==> src/rtl/if_pkg.sv <==
// rtl/if_pkg.sv - shared IF/ID operation codes, defaults and fetch entry type
package if_pkg;

  localparam logic [1:0] IFID_ADV    = 2'd0;
  localparam logic [1:0] IFID_BUBBLE = 2'd1;
  localparam logic [1:0] IFID_HOLD   = 2'd2;

  localparam logic [31:0] NOP_INSTR_DEFAULT = 32'h0000_0000;

  // Reference 32-bit layout of a queued fetch; wider builds use the same field order
  typedef struct packed {
    logic [31:0] pc_plus_4;
    logic [31:0] instr;
  } fetch_entry_t;

endpackage

==> src/rtl/if_prefetch_stage_if.sv <==
// rtl/if_prefetch_stage_if.sv - control, instruction memory and IF/ID signal bundle
interface if_prefetch_stage_if #(
  parameter int XLEN  = 32,
  parameter int DEPTH = 4
);
  localparam int CW = $clog2(DEPTH + 1);

  logic            stall_fetch;
  logic [1:0]      ifid_op;
  logic            redirect_valid;
  logic [XLEN-1:0] redirect_pc;
  logic [XLEN-1:0] imem_addr;
  logic [XLEN-1:0] imem_rdata;
  logic [XLEN-1:0] id_pc_plus_4;
  logic [XLEN-1:0] id_instr;
  logic            id_valid;
  logic [CW-1:0]   q_count;

  // Fetch stage side
  modport master (
    input  stall_fetch, ifid_op, redirect_valid, redirect_pc, imem_rdata,
    output imem_addr, id_pc_plus_4, id_instr, id_valid, q_count
  );

  // Pipeline / memory side
  modport slave (
    output stall_fetch, ifid_op, redirect_valid, redirect_pc, imem_rdata,
    input  imem_addr, id_pc_plus_4, id_instr, id_valid, q_count
  );
endinterface

==> src/rtl/if_prefetch_stage_fetch_fifo.sv <==
// rtl/if_prefetch_stage_fetch_fifo.sv - synchronous FIFO holding prefetched instructions
module fetch_fifo #(
  parameter int WIDTH = 64,
  parameter int DEPTH = 4
) (
  input  logic                       clk,
  input  logic                       reset,
  input  logic                       push,
  input  logic                       pop,
  input  logic                       clear,
  input  logic [WIDTH-1:0]           wdata,
  output logic [WIDTH-1:0]           rdata,
  output logic                       full,
  output logic                       empty,
  output logic [$clog2(DEPTH+1)-1:0] count
);
  localparam int AW = $clog2(DEPTH);
  localparam int CW = $clog2(DEPTH + 1);

  logic [WIDTH-1:0] mem_q [DEPTH];
  logic [WIDTH-1:0] mem_d [DEPTH];
  logic [AW-1:0]    wr_ptr_q, wr_ptr_d;
  logic [AW-1:0]    rd_ptr_q, rd_ptr_d;
  logic [CW-1:0]    count_q, count_d;

  assign rdata = mem_q[rd_ptr_q];
  assign full  = (count_q == CW'(DEPTH));
  assign empty = (count_q == '0);
  assign count = count_q;

  // Pointer and occupancy update; clear discards everything, pointers wrap naturally (power-of-two depth)
  always_comb begin
    mem_d    = mem_q;
    wr_ptr_d = wr_ptr_q;
    rd_ptr_d = rd_ptr_q;
    count_d  = count_q;
    if (clear) begin
      wr_ptr_d = '0;
      rd_ptr_d = '0;
      count_d  = '0;
    end else begin
      if (push) begin
        mem_d[wr_ptr_q] = wdata;
        wr_ptr_d        = wr_ptr_q + AW'(1);
      end
      if (pop) begin
        rd_ptr_d = rd_ptr_q + AW'(1);
      end
      case ({push, pop})
        2'b10:   count_d = count_q + CW'(1);
        2'b01:   count_d = count_q - CW'(1);
        default: count_d = count_q;
      endcase
    end
  end

  // State registers; storage itself needs no reset since occupancy guards every read
  always_ff @(posedge clk) begin
    mem_q <= mem_d;
    if (reset) begin
      wr_ptr_q <= '0;
      rd_ptr_q <= '0;
      count_q  <= '0;
    end else begin
      wr_ptr_q <= wr_ptr_d;
      rd_ptr_q <= rd_ptr_d;
      count_q  <= count_d;
    end
  end

  a_count_bound: assert property (@(posedge clk) disable iff (reset) count_q <= CW'(DEPTH));
  a_no_underflow: assert property (@(posedge clk) disable iff (reset) (pop && !clear) |-> !empty);
  a_no_overflow: assert property (@(posedge clk) disable iff (reset) (push && full && !clear) |-> pop);

endmodule

==> src/rtl/if_prefetch_stage.sv <==
// rtl/if_prefetch_stage.sv - instruction fetch stage with prefetch queue and redirect
import if_pkg::*;

module if_prefetch_stage #(
  parameter int              XLEN      = 32,
  parameter int              DEPTH     = 4,
  parameter logic [XLEN-1:0] RESET_PC  = '0,
  parameter logic [XLEN-1:0] NOP_INSTR = XLEN'(NOP_INSTR_DEFAULT)
) (
  input logic                  clk,
  input logic                  reset,
  if_prefetch_stage_if.master  bus
);
  localparam int CW = $clog2(DEPTH + 1);

  typedef struct packed {
    logic [XLEN-1:0] pc_plus_4;
    logic [XLEN-1:0] instr;
  } entry_t;

  logic [XLEN-1:0] pc_q, pc_d;
  logic [XLEN-1:0] id_pc_plus_4_q, id_pc_plus_4_d;
  logic [XLEN-1:0] id_instr_q, id_instr_d;
  logic            id_valid_q, id_valid_d;

  logic            q_full, q_empty, q_push, q_pop, fetch, bypass;
  logic [CW-1:0]   q_count;
  entry_t          fetched, head;
  logic [2*XLEN-1:0] head_raw;

  assign fetched = '{pc_plus_4: pc_q + XLEN'(4), instr: bus.imem_rdata};
  assign head    = entry_t'(head_raw);

  // Fetch/queue control: redirect suppresses everything, a full queue fetches only while draining
  always_comb begin
    q_pop  = (bus.ifid_op == IFID_ADV) && !q_empty && !bus.redirect_valid;
    fetch  = !reset && !bus.redirect_valid && !bus.stall_fetch && (!q_full || q_pop);
    bypass = fetch && q_empty && (bus.ifid_op == IFID_ADV);
    q_push = fetch && !bypass;
  end

  fetch_fifo #(
    .WIDTH (2 * XLEN),
    .DEPTH (DEPTH)
  ) u_fifo (
    .clk   (clk),
    .reset (reset),
    .push  (q_push),
    .pop   (q_pop),
    .clear (bus.redirect_valid),
    .wdata (fetched),
    .rdata (head_raw),
    .full  (q_full),
    .empty (q_empty),
    .count (q_count)
  );

  // Next PC and IF/ID contents; redirect outranks stall and decode hold
  always_comb begin
    pc_d           = pc_q;
    id_pc_plus_4_d = id_pc_plus_4_q;
    id_instr_d     = id_instr_q;
    id_valid_d     = id_valid_q;
    if (bus.redirect_valid) begin
      pc_d           = {bus.redirect_pc[XLEN-1:2], 2'b00};
      id_pc_plus_4_d = '0;
      id_instr_d     = NOP_INSTR;
      id_valid_d     = 1'b0;
    end else begin
      if (fetch) begin
        pc_d = fetched.pc_plus_4;
      end
      case (bus.ifid_op)
        IFID_ADV: begin
          if (q_pop) begin
            id_pc_plus_4_d = head.pc_plus_4;
            id_instr_d     = head.instr;
            id_valid_d     = 1'b1;
          end else if (bypass) begin
            id_pc_plus_4_d = fetched.pc_plus_4;
            id_instr_d     = fetched.instr;
            id_valid_d     = 1'b1;
          end else begin
            id_pc_plus_4_d = '0;
            id_instr_d     = NOP_INSTR;
            id_valid_d     = 1'b0;
          end
        end
        IFID_BUBBLE: begin
          id_pc_plus_4_d = '0;
          id_instr_d     = NOP_INSTR;
          id_valid_d     = 1'b0;
        end
        IFID_HOLD, 2'd3: begin
          id_pc_plus_4_d = id_pc_plus_4_q;
        end
        default: begin
          id_valid_d = id_valid_q;
        end
      endcase
    end
  end

  // PC and IF/ID register; reset clears the IF/ID word to zero, not to NOP_INSTR
  always_ff @(posedge clk) begin
    if (reset) begin
      pc_q           <= RESET_PC;
      id_pc_plus_4_q <= '0;
      id_instr_q     <= '0;
      id_valid_q     <= 1'b0;
    end else begin
      pc_q           <= pc_d;
      id_pc_plus_4_q <= id_pc_plus_4_d;
      id_instr_q     <= id_instr_d;
      id_valid_q     <= id_valid_d;
    end
  end

  assign bus.imem_addr    = pc_q;
  assign bus.id_pc_plus_4 = id_pc_plus_4_q;
  assign bus.id_instr     = id_instr_q;
  assign bus.id_valid     = id_valid_q;
  assign bus.q_count      = q_count;

endmodule
==> src/flat_wrapper.sv <==
// flat-port wrapper written by rule: the top's interface ports become plain ports
module if_prefetch_stage_flat 
#(
  parameter int              XLEN      = 32,
  parameter int              DEPTH     = 4,
  parameter logic [XLEN-1:0] RESET_PC  = '0,
  parameter logic [XLEN-1:0] NOP_INSTR = XLEN'(NOP_INSTR_DEFAULT)
)
  (clk, reset, bus_stall_fetch, bus_ifid_op, bus_redirect_valid, bus_redirect_pc, bus_imem_rdata, bus_imem_addr, bus_id_pc_plus_4, bus_id_instr, bus_id_valid, bus_q_count);
  if_prefetch_stage_if #(.XLEN(XLEN), .DEPTH(DEPTH)) bus_i ();
  input logic clk;
  input logic reset;
  input wire logic [$bits(bus_i.stall_fetch)-1:0] bus_stall_fetch;
  input wire logic [$bits(bus_i.ifid_op)-1:0] bus_ifid_op;
  input wire logic [$bits(bus_i.redirect_valid)-1:0] bus_redirect_valid;
  input wire logic [$bits(bus_i.redirect_pc)-1:0] bus_redirect_pc;
  input wire logic [$bits(bus_i.imem_rdata)-1:0] bus_imem_rdata;
  output wire logic [$bits(bus_i.imem_addr)-1:0] bus_imem_addr;
  output wire logic [$bits(bus_i.id_pc_plus_4)-1:0] bus_id_pc_plus_4;
  output wire logic [$bits(bus_i.id_instr)-1:0] bus_id_instr;
  output wire logic [$bits(bus_i.id_valid)-1:0] bus_id_valid;
  output wire logic [$bits(bus_i.q_count)-1:0] bus_q_count;
  assign bus_i.stall_fetch = bus_stall_fetch;
  assign bus_i.ifid_op = bus_ifid_op;
  assign bus_i.redirect_valid = bus_redirect_valid;
  assign bus_i.redirect_pc = bus_redirect_pc;
  assign bus_i.imem_rdata = bus_imem_rdata;
  assign bus_imem_addr = bus_i.imem_addr;
  assign bus_id_pc_plus_4 = bus_i.id_pc_plus_4;
  assign bus_id_instr = bus_i.id_instr;
  assign bus_id_valid = bus_i.id_valid;
  assign bus_q_count = bus_i.q_count;
  if_prefetch_stage #(.XLEN(XLEN), .DEPTH(DEPTH), .RESET_PC(RESET_PC), .NOP_INSTR(NOP_INSTR)) u_core (.clk(clk), .reset(reset), .bus(bus_i));
endmodule
==> config.mk <==
export PLATFORM = sky130hd
export DESIGN_NAME = if_prefetch_stage_flat
export DESIGN_NICKNAME = d
export VERILOG_FILES = /design/src/rtl/if_pkg.sv /design/src/rtl/if_prefetch_stage_if.sv /design/src/rtl/if_prefetch_stage_fetch_fifo.sv /design/src/rtl/if_prefetch_stage.sv /design/src/flat_wrapper.sv
export SDC_FILE = /design/constraint.sdc
export NUM_CORES = 1
export LEC_CHECK = 0
export BUFFER_PORTS_ARGS = -buffer_cell sky130_fd_sc_hd__buf_2
export CORE_ASPECT_RATIO = 1.2
export CORE_MARGIN = 4
export CORE_UTILIZATION = 49
export CTS_BUF_LIST = sky130_fd_sc_hd__clkbuf_8
export DETAILED_ROUTE_END_ITERATION = 16
export GPL_TIMING_DRIVEN = 0
export PLACE_DENSITY = 0.81
export SKIP_CTS_REPAIR_TIMING = 1
export SLEW_MARGIN = 25
export SYNTH_ARGS = -nofsm -noshare
export SYNTH_HDL_FRONTEND = slang
export SYNTH_SLANG_ARGS = --single-unit
==> constraint.sdc <==
create_clock -name clk -period 8.28 [get_ports clk]
set_clock_uncertainty 0.1 [all_clocks]
set_input_delay 2.07 -clock clk [delete_from_list [all_inputs] [get_ports clk]]
set_output_delay 2.07 -clock clk [all_outputs]
set_load 0.01 [all_outputs]
==> out/metrics.yaml, run 1 <==
status: "finished clean"
final_util_pct: 58.8
drc: 0
cts_tree: "built"
grt_pass1_wl_um: 51500
synth_area_um2: 13900
grtUsageTotal_pct: 21.4
crit_required_ns: 8.66
core_area_um2: 27900
fp.dieArea_um2: 31100
die_width_um: 162
synth_area_per_cell_um2: 15.5
ioPinCount: 170
hold_depth: 2
hold_violations: 0
viasPerCell: 5.86
p_int_uw: 2780
yosys-mux-area-fraction_pct: 10.2
r2r_end: "u_core.u_fifo.count[2]"
synth_edf_count: 248
synth-xor-area-share_pct: 2.96
reg2reg_slack_ns: 4.97
drtAntennaViolNets: 0
portBuffers: 162
whs_ns: 0.408
grt-ovfl-total: 0
grt_pass1_vias: 9082
fp-row-count: 67
fill_cells: 2198
rr_startpoint: "u_core.u_fifo.count[0]"
tns_ns: 0
synth_seq_cells: 348
dp_hpwl_um: 22500
min_to: "u_core.bus.id_valid"
synth_compound_area_share_pct: 7.99
tightest_slew_ns: 0.926
synth_top_family_by_area: "multiplexers"
grt_max_degree: 37
critical_path_arrival_ns: 4.95
die_h_um: 192
place.gp.congestion: 0.888
drive_above_1_share_pct: 29.2
async_reset_ff_share_pct: 0
seq_area_frac_synth_pct: 68.0
ff_latch_area_um2: 9450
drtIter0Drc: 888
yosys.area_share.simple_pct: 7.60
yosysWarnings: 0
maxSlewHeadroom_pct: 38.2
setup_viol: 0
cp-startpoint: "bus_redirect_valid"
htree_levels: 2
max-clock-path-buffers: 3
peakVddDrop_v: 0.000136
ys.flop_type: "edfxtp_1"
rr_worst_depth: 12
fin_ws_ns: 3.72
wl_per_cell_um: 21.8
synth_cells: 897
vias: 9046
period_needed_ns: 4.56
multi_input_area_um2: 4110
cts.clk_slew.worst_paths_ns: 0.06
fmax_mhz: 219
cts_buffers: 53
drv_slew: 0
setup.worst_path.end_class: "flop"
combPwrFrac_pct: 4.8
antenna_found_initial: 0
syn2layout_area_growth_pct: 18.1
hp-class: "flop to flop"
p_per_area_nw_per_um2: 217
p_seq_share_pct: 53.8
cts_root_buf: "clkbuf_8"
p_sw_uw: 780
clockPowerShare_pct: 41.4
critical_path.max_fanout: 10
synthAdderAreaFrac_pct: 0.685
rsz0062_at_grt: "false"
leakage_uw: 0.00584
ys_types: 55
nNetsFinal: 1198
initial_utilization_pct: 49.7
clock_sinks: 348
post-place-ws_ns: 3.19
max_cap_viol_count: 0
drt_wl_total_um: 33700
worstSetupPathType: "input pin to flop"
hp-start: "u_core.bus.id_valid"
switching_share_pct: 21.9
critPathLaunchType: "input pin"
clk_latency_ns: 0.58
fin_crit_sh_pct: 55.1
drt_pass1_iterations: 8
antenna_cells: 0
==> cells by family after synthesis <==
| kind of cell | after synthesis |
|---|---|
| DFF | 348 |
| and+or+nand+nor | 209 |
| AOI/OAI and AO/OA | 137 |
| buffers and inverters | 84 |
| muxes | 64 |
| xor gates and xnor gates | 47 |
| adders and majority gates | 7 |
| other | 1 |
==> critical path: stages <==
cell	delay, ns
clkbuf_1	0.44
clkinv_1	0.37
nand2_1	0.50
nor2_1	0.22
inv_1	0.10
ha_1	0.18
inv_1	0.07
fa_1	0.38
xor2_1	0.16
or3_1	0.30
a21oi_1	0.15
==> Yosys cell counts (all sizes together), types with 9 or more instances <==
cell | number | share of area, %
edfxtp | 248 | 54
dfxtp | 100 | 14
nor2 | 89 | 2.4
mux4 | 62 | 10
a222oi | 45 | 3.2
clkbuf | 41 | 1.1
nand2 | 35 | 0.95
xnor2 | 24 | 1.5
a211oi | 23 | 1.2
xor2 | 23 | 1.5
buf | 22 | 0.81
nand3 | 20 | 0.72
inv | 19 | 0.51
a21oi | 15 | 0.54
nor3 | 14 | 0.54
nand4 | 11 | 0.80
and2 | 9 | 0.41
and3 | 9 | 0.41
o21ai | 9 | 0.32
==> routing by layer <==
layer / wire [µm] / global-route usage, % / vias up
met5: 0 / 0 / -
met4: 981 / 7.16 / 0
met3: 2810 / 4.08 / 60
met2: 16700 / 36.3 / 466
met1: 13200 / 28.1 / 4510
li1: - / - / 4010
==> state kept, by name (all words and copies together), names as in the netlist <==
| name | flops |
|---|---|
| u_core.bus.id_pc_plus_4 | 30 |
| u_core.u_fifo.mem_q | 248 |
| u_core.bus.id_valid | 1 |
| u_core.u_fifo.wr_ptr_q | 2 |
| u_core.u_fifo.count | 3 |
| u_core.bus.imem_addr | 30 |
| u_core.bus.id_instr | 32 |
| u_core.u_fifo.rd_ptr_q | 2 |
==> per-stage QoR <==
stage,instances,area [µm²],total power [µW]
finish,1543,16400,3560
global route,1543,16400,3680
CTS,1543,16400,3580
detailed placement,1445,15300,2120
global placement,1441,15200,2120
floorplan,900,13900,2040
==> layout make-up <==
| cell class | instances | area share (%) |
|---|---|---|
| clock buffers | 61 | 5.12 |
| clock inverters | 37 | 1.74 |
| well taps | 379 | 2.89 |
| plain buffers | 63 | 1.62 |
| multi-input cells | 468 | 25.1 |
| repair buffers | 166 | 5.48 |
| inverters | 21 | 0.481 |
| flip-flops and latches | 348 | 57.6 |
==> worst max-delay path by stage <==
stage	end	slack, ns
floorplan	u_core.u_fifo.mem_q[0]	3.12
global placement	u_core.u_fifo.mem_q[1]	1.57
detailed placement	u_core.u_fifo.count[2]	3.19
CTS	u_core.u_fifo.count[2]	3.78
global route	u_core.u_fifo.count[2]	3.56
finish	u_core.u_fifo.count[2]	3.72
==> power groups by stage <==
| stage | sequential (µW) | clock [µW] | combinational, µW |
|---|---|---|---|
| global placement | 1950 | 0 | 164 |
| global route | 1920 | 1580 | 187 |
| CTS | 1920 | 1490 | 171 |
| detailed placement | 1950 | 0 | 170 |
| floorplan | 1950 | 0 | 86.0 |
| finish | 1920 | 1480 | 172 |
==> cells in the final DEF (no fill, tap or decap), types with 3 or more instances in the layout <==
cell type | synthesis | final
edfxtp_1 | 248 | 248
buf_2 | 12 | 174
dfxtp_1 | 100 | 100
nor2_1 | 89 | 89
mux4_2 | 62 | 62
clkbuf_8 | 0 | 61
a222oi_1 | 45 | 45
clkbuf_1 | 41 | 41
inv_1 | 19 | 35
nand2_1 | 35 | 35
xnor2_1 | 24 | 24
xor2_1 | 23 | 23
a211oi_1 | 23 | 23
nand3_1 | 20 | 20
a21oi_1 | 15 | 15
nor3_1 | 13 | 13
and3_1 | 9 | 9
o21ai_0 | 9 | 9
clkinv_2 | 0 | 9
clkinv_1 | 2 | 8
nand4_1 | 7 | 7
o31a_1 | 7 | 7
buf_1 | 6 | 6
a22oi_1 | 6 | 6
ha_1 | 6 | 6
or3_1 | 5 | 5
and2_1 | 9 | 5
a31o_2 | 5 | 5
o22ai_1 | 5 | 5
a311oi_1 | 5 | 5
bufinv_16 | 0 | 5
nor4_1 | 4 | 4
and2_4 | 0 | 4
buf_4 | 4 | 4
conb_1 | 1 | 4
a221oi_1 | 3 | 3
a32oi_1 | 3 | 3
buf_12 | 0 | 3
(Power assumes the default switching activity.)
==> run 2, diff against run 1 <==
--- a/config.mk
+++ b/config.mk
@@ -12,7 +12,7 @@
 export CTS_BUF_LIST = sky130_fd_sc_hd__clkbuf_8
 export DETAILED_ROUTE_END_ITERATION = 16
 export GPL_TIMING_DRIVEN = 0
-export PLACE_DENSITY = 0.81
+export PLACE_DENSITY = 0.84
 export SKIP_CTS_REPAIR_TIMING = 1
 export SLEW_MARGIN = 25
 export SYNTH_ARGS = -nofsm -noshare
==> constraint.sdc (replaced) <==
create_clock -name clk -period 3.99 [get_ports clk]
set_clock_uncertainty 0.1 [all_clocks]
set_input_delay 0.9975 -clock clk [delete_from_list [all_inputs] [get_ports clk]]
set_output_delay 0.9975 -clock clk [all_outputs]
set_load 0.01 [all_outputs]
==> run 2 against run 1 <==
  * Sequential share of layout area increased by 0.35 points
  * Count of clock-buffer cells in the layout decreased by 2
  * Critical path depth increased by 1
  * Via count decreased by 0.64%
  * Flip-flop and latch count unchanged
  * Largest cell class unchanged
  * Largest power group unchanged
  * Highest routed layer is now met5
==> out/metrics.yaml, run 2 (same netlist as run 1, synthesis figures left out) <==
crit_required_ns: 4.37  # was 8.66 ns
grt_pass1_vias: 9112  # was 9082
drv_slew: 0  # unchanged
drtIter0Drc: 846  # was 888
multi_input_area_um2: 4110  # unchanged
cts.clk_slew.worst_paths_ns: 0.06  # about the same
fp-row-count: 67  # unchanged
nNetsFinal: 1198  # unchanged
portBuffers: 162  # unchanged
max_cap_viol_count: 0  # unchanged
fmax_mhz: 283
dp_hpwl_um: 22700  # was 22500 µm
critPathLaunchType: "input pin"  # unchanged
hp-class: "flop to flop"  # unchanged
largest_reg_flops: 248  # unchanged
critical_path.max_fanout: 10  # unchanged
cts_tree: "built"  # unchanged
hold_depth: 2  # unchanged
vias: 8988  # was 9046
syn2layout_area_growth_pct: 17.4  # was 18.1%
grtUsageTotal_pct: 21.5  # was 21.4%
cp-startpoint: "bus_ifid_op[0]"  # was bus_redirect_valid
rsz0062_at_grt: "false"  # unchanged
drt_wl_total_um: 34000  # was 33700 µm
cp-endpoint: "u_core.u_fifo.count[2]"  # unchanged
grt-ovfl-total: 0  # unchanged
setup_viol: 0  # unchanged
viasPerCell: 5.83  # was 5.86
max-clock-path-buffers: 3  # unchanged
status: "finished clean"  # unchanged
final_util_pct: 58.4  # was 58.8%
leakage_uw: 0.00583  # was 0.00584 µW
ioPinCount: 170  # unchanged
fp.dieArea_um2: 31100  # unchanged
grt_max_degree: 44  # was 37
core_area_um2: 27900  # unchanged
grt_pass1_wl_um: 51400  # was 51500 µm
rr_worst_depth: 12  # unchanged
drc: 0  # unchanged
period_needed_ns: 3.53
fin_crit_sh_pct: 88.5
ff_latch_area_um2: 9450  # unchanged
hold_violations: 0  # unchanged
cts_buffers: 53  # unchanged
drtAntennaViolNets: 0  # unchanged
critical_path_arrival_ns: 3.91  # was 4.95 ns
die_width_um: 162  # unchanged
antenna_cells: 0  # unchanged
drt_pass1_iterations: 8  # unchanged
finalPower_uw: 7120  # was 3560 µW
maxSlewHeadroom_pct: 41.1  # was 38.2%
initial_utilization_pct: 49.7  # unchanged
clock_sinks: 348  # unchanged
cts_root_buf: "clkbuf_8"  # unchanged
r2r_end: "u_core.u_fifo.count[2]"  # unchanged
tightest_slew_ns: 0.884  # was 0.926 ns
wl_per_cell_um: 22.0  # was 21.8 µm
fill_cells: 2137  # was 2198
drive_above_1_share_pct: 28.5  # was 29.2%
final_cell_mix: "248 x edfxtp_1, 174 x buf_2, 100 x dfxtp_1, 89 x nor2_1, 62 x mux4_2"  # unchanged
rr_startpoint: "u_core.u_fifo.count[2]"  # was u_core.u_fifo.count[0]
setup.worst_path.end_class: "flop"  # unchanged
die_h_um: 192  # unchanged
place.gp.congestion: 0.901  # was 0.888
p_per_area_nw_per_um2: 437  # was 217 nW/µm²
worstSetupPathType: "input pin to flop"  # unchanged
htree_levels: 2  # unchanged
peakVddDrop_v: 0.000266  # was 0.000136 V
final_common_cell: "edfxtp_1"  # unchanged
reg2reg_slack_ns: 0.57  # was 4.97 ns
antenna_found_initial: 1  # was 0
top_register: "u_core.u_fifo.mem_q"  # unchanged
clk_latency_ns: 0.57  # was 0.58 ns
-- run 2: worst min-delay path by stage --
stage / start / end / slack, ns
3_5_place_dp: u_core.bus.id_instr[25] / u_core.bus.id_instr[25] / 0.40
5_1_grt: u_core.bus.id_instr[18] / u_core.bus.id_instr[18] / 0.45
3_3_place_gp: u_core.bus.id_valid / u_core.bus.id_valid / 0.39
6_report: u_core.bus.id_instr[28] / u_core.bus.id_instr[28] / 0.41
4_1_cts: u_core.bus.id_instr[25] / u_core.bus.id_instr[25] / 0.42
2_1_floorplan: u_core.u_fifo.wr_ptr_q[1] / u_core.u_fifo.wr_ptr_q[1] / 0.42
-- run 2: layout make-up --
type	instances	area share [%]
Sequential cell	348	57.9
Multi-Input combinational cell	468	25.2
Timing Repair Buffer	166	5.60
Clock buffer	59	4.98
Tap cell	379	2.91
Buffer	63	1.63
Clock inverter	37	1.22
Inverter	21	0.483
-- run 2: per-stage QoR --
step / instance area, µm² / setup WS, ns / cells / TNS (ns) / hold slack [ns]
2_1_floorplan: 13900 / 0.578 / 900 / 0 / 0.418
3_3_place_gp: 15200 / -0.374 / 1441 / -91.11 / 0.385
3_5_place_dp: 15300 / -0.0705 / 1445 / -0.0705 / 0.402
4_1_cts: 16300 / 0.514 / 1541 / 0 / 0.417
5_1_grt: 16300 / 0.318 / 1541 / 0 / 0.446
6_report: 16300 / 0.461 / 1541 / 0 / 0.412
-- run 2: critical path, stage by stage --
cell and delay, ns:
buf_2 0.13, or2_2 0.30, clkbuf_1 0.17, nor3_1 0.31, buf_2 0.40, buf_2 0.32
ha_1 0.23, inv_1 0.06, fa_1 0.37, xor2_1 0.15, or3_1 0.31, a21oi_1 0.15
-- run 2: report_power, final --
part | switching (µW) | total [µW] | internal (µW)
combinational | 233 | 358 | 125
clock | 1300 | 2780 | 1480
sequential | 49.3 | 3980 | 3930
-- run 2: layer usage --
| metal | GRT usage (%) | vias to the layer above | part of all wire, % |
|---|---|---|---|
| met2 | 36.5 | 465 | 49 |
| met1 | 27.8 | 4431 | 39 |
| met4 | 7.58 | 2 | 3.1 |
| li1 | - | 4017 | - |
| met3 | 4.19 | 73 | 8.6 |
| met5 | 0 | - | 0.035 |
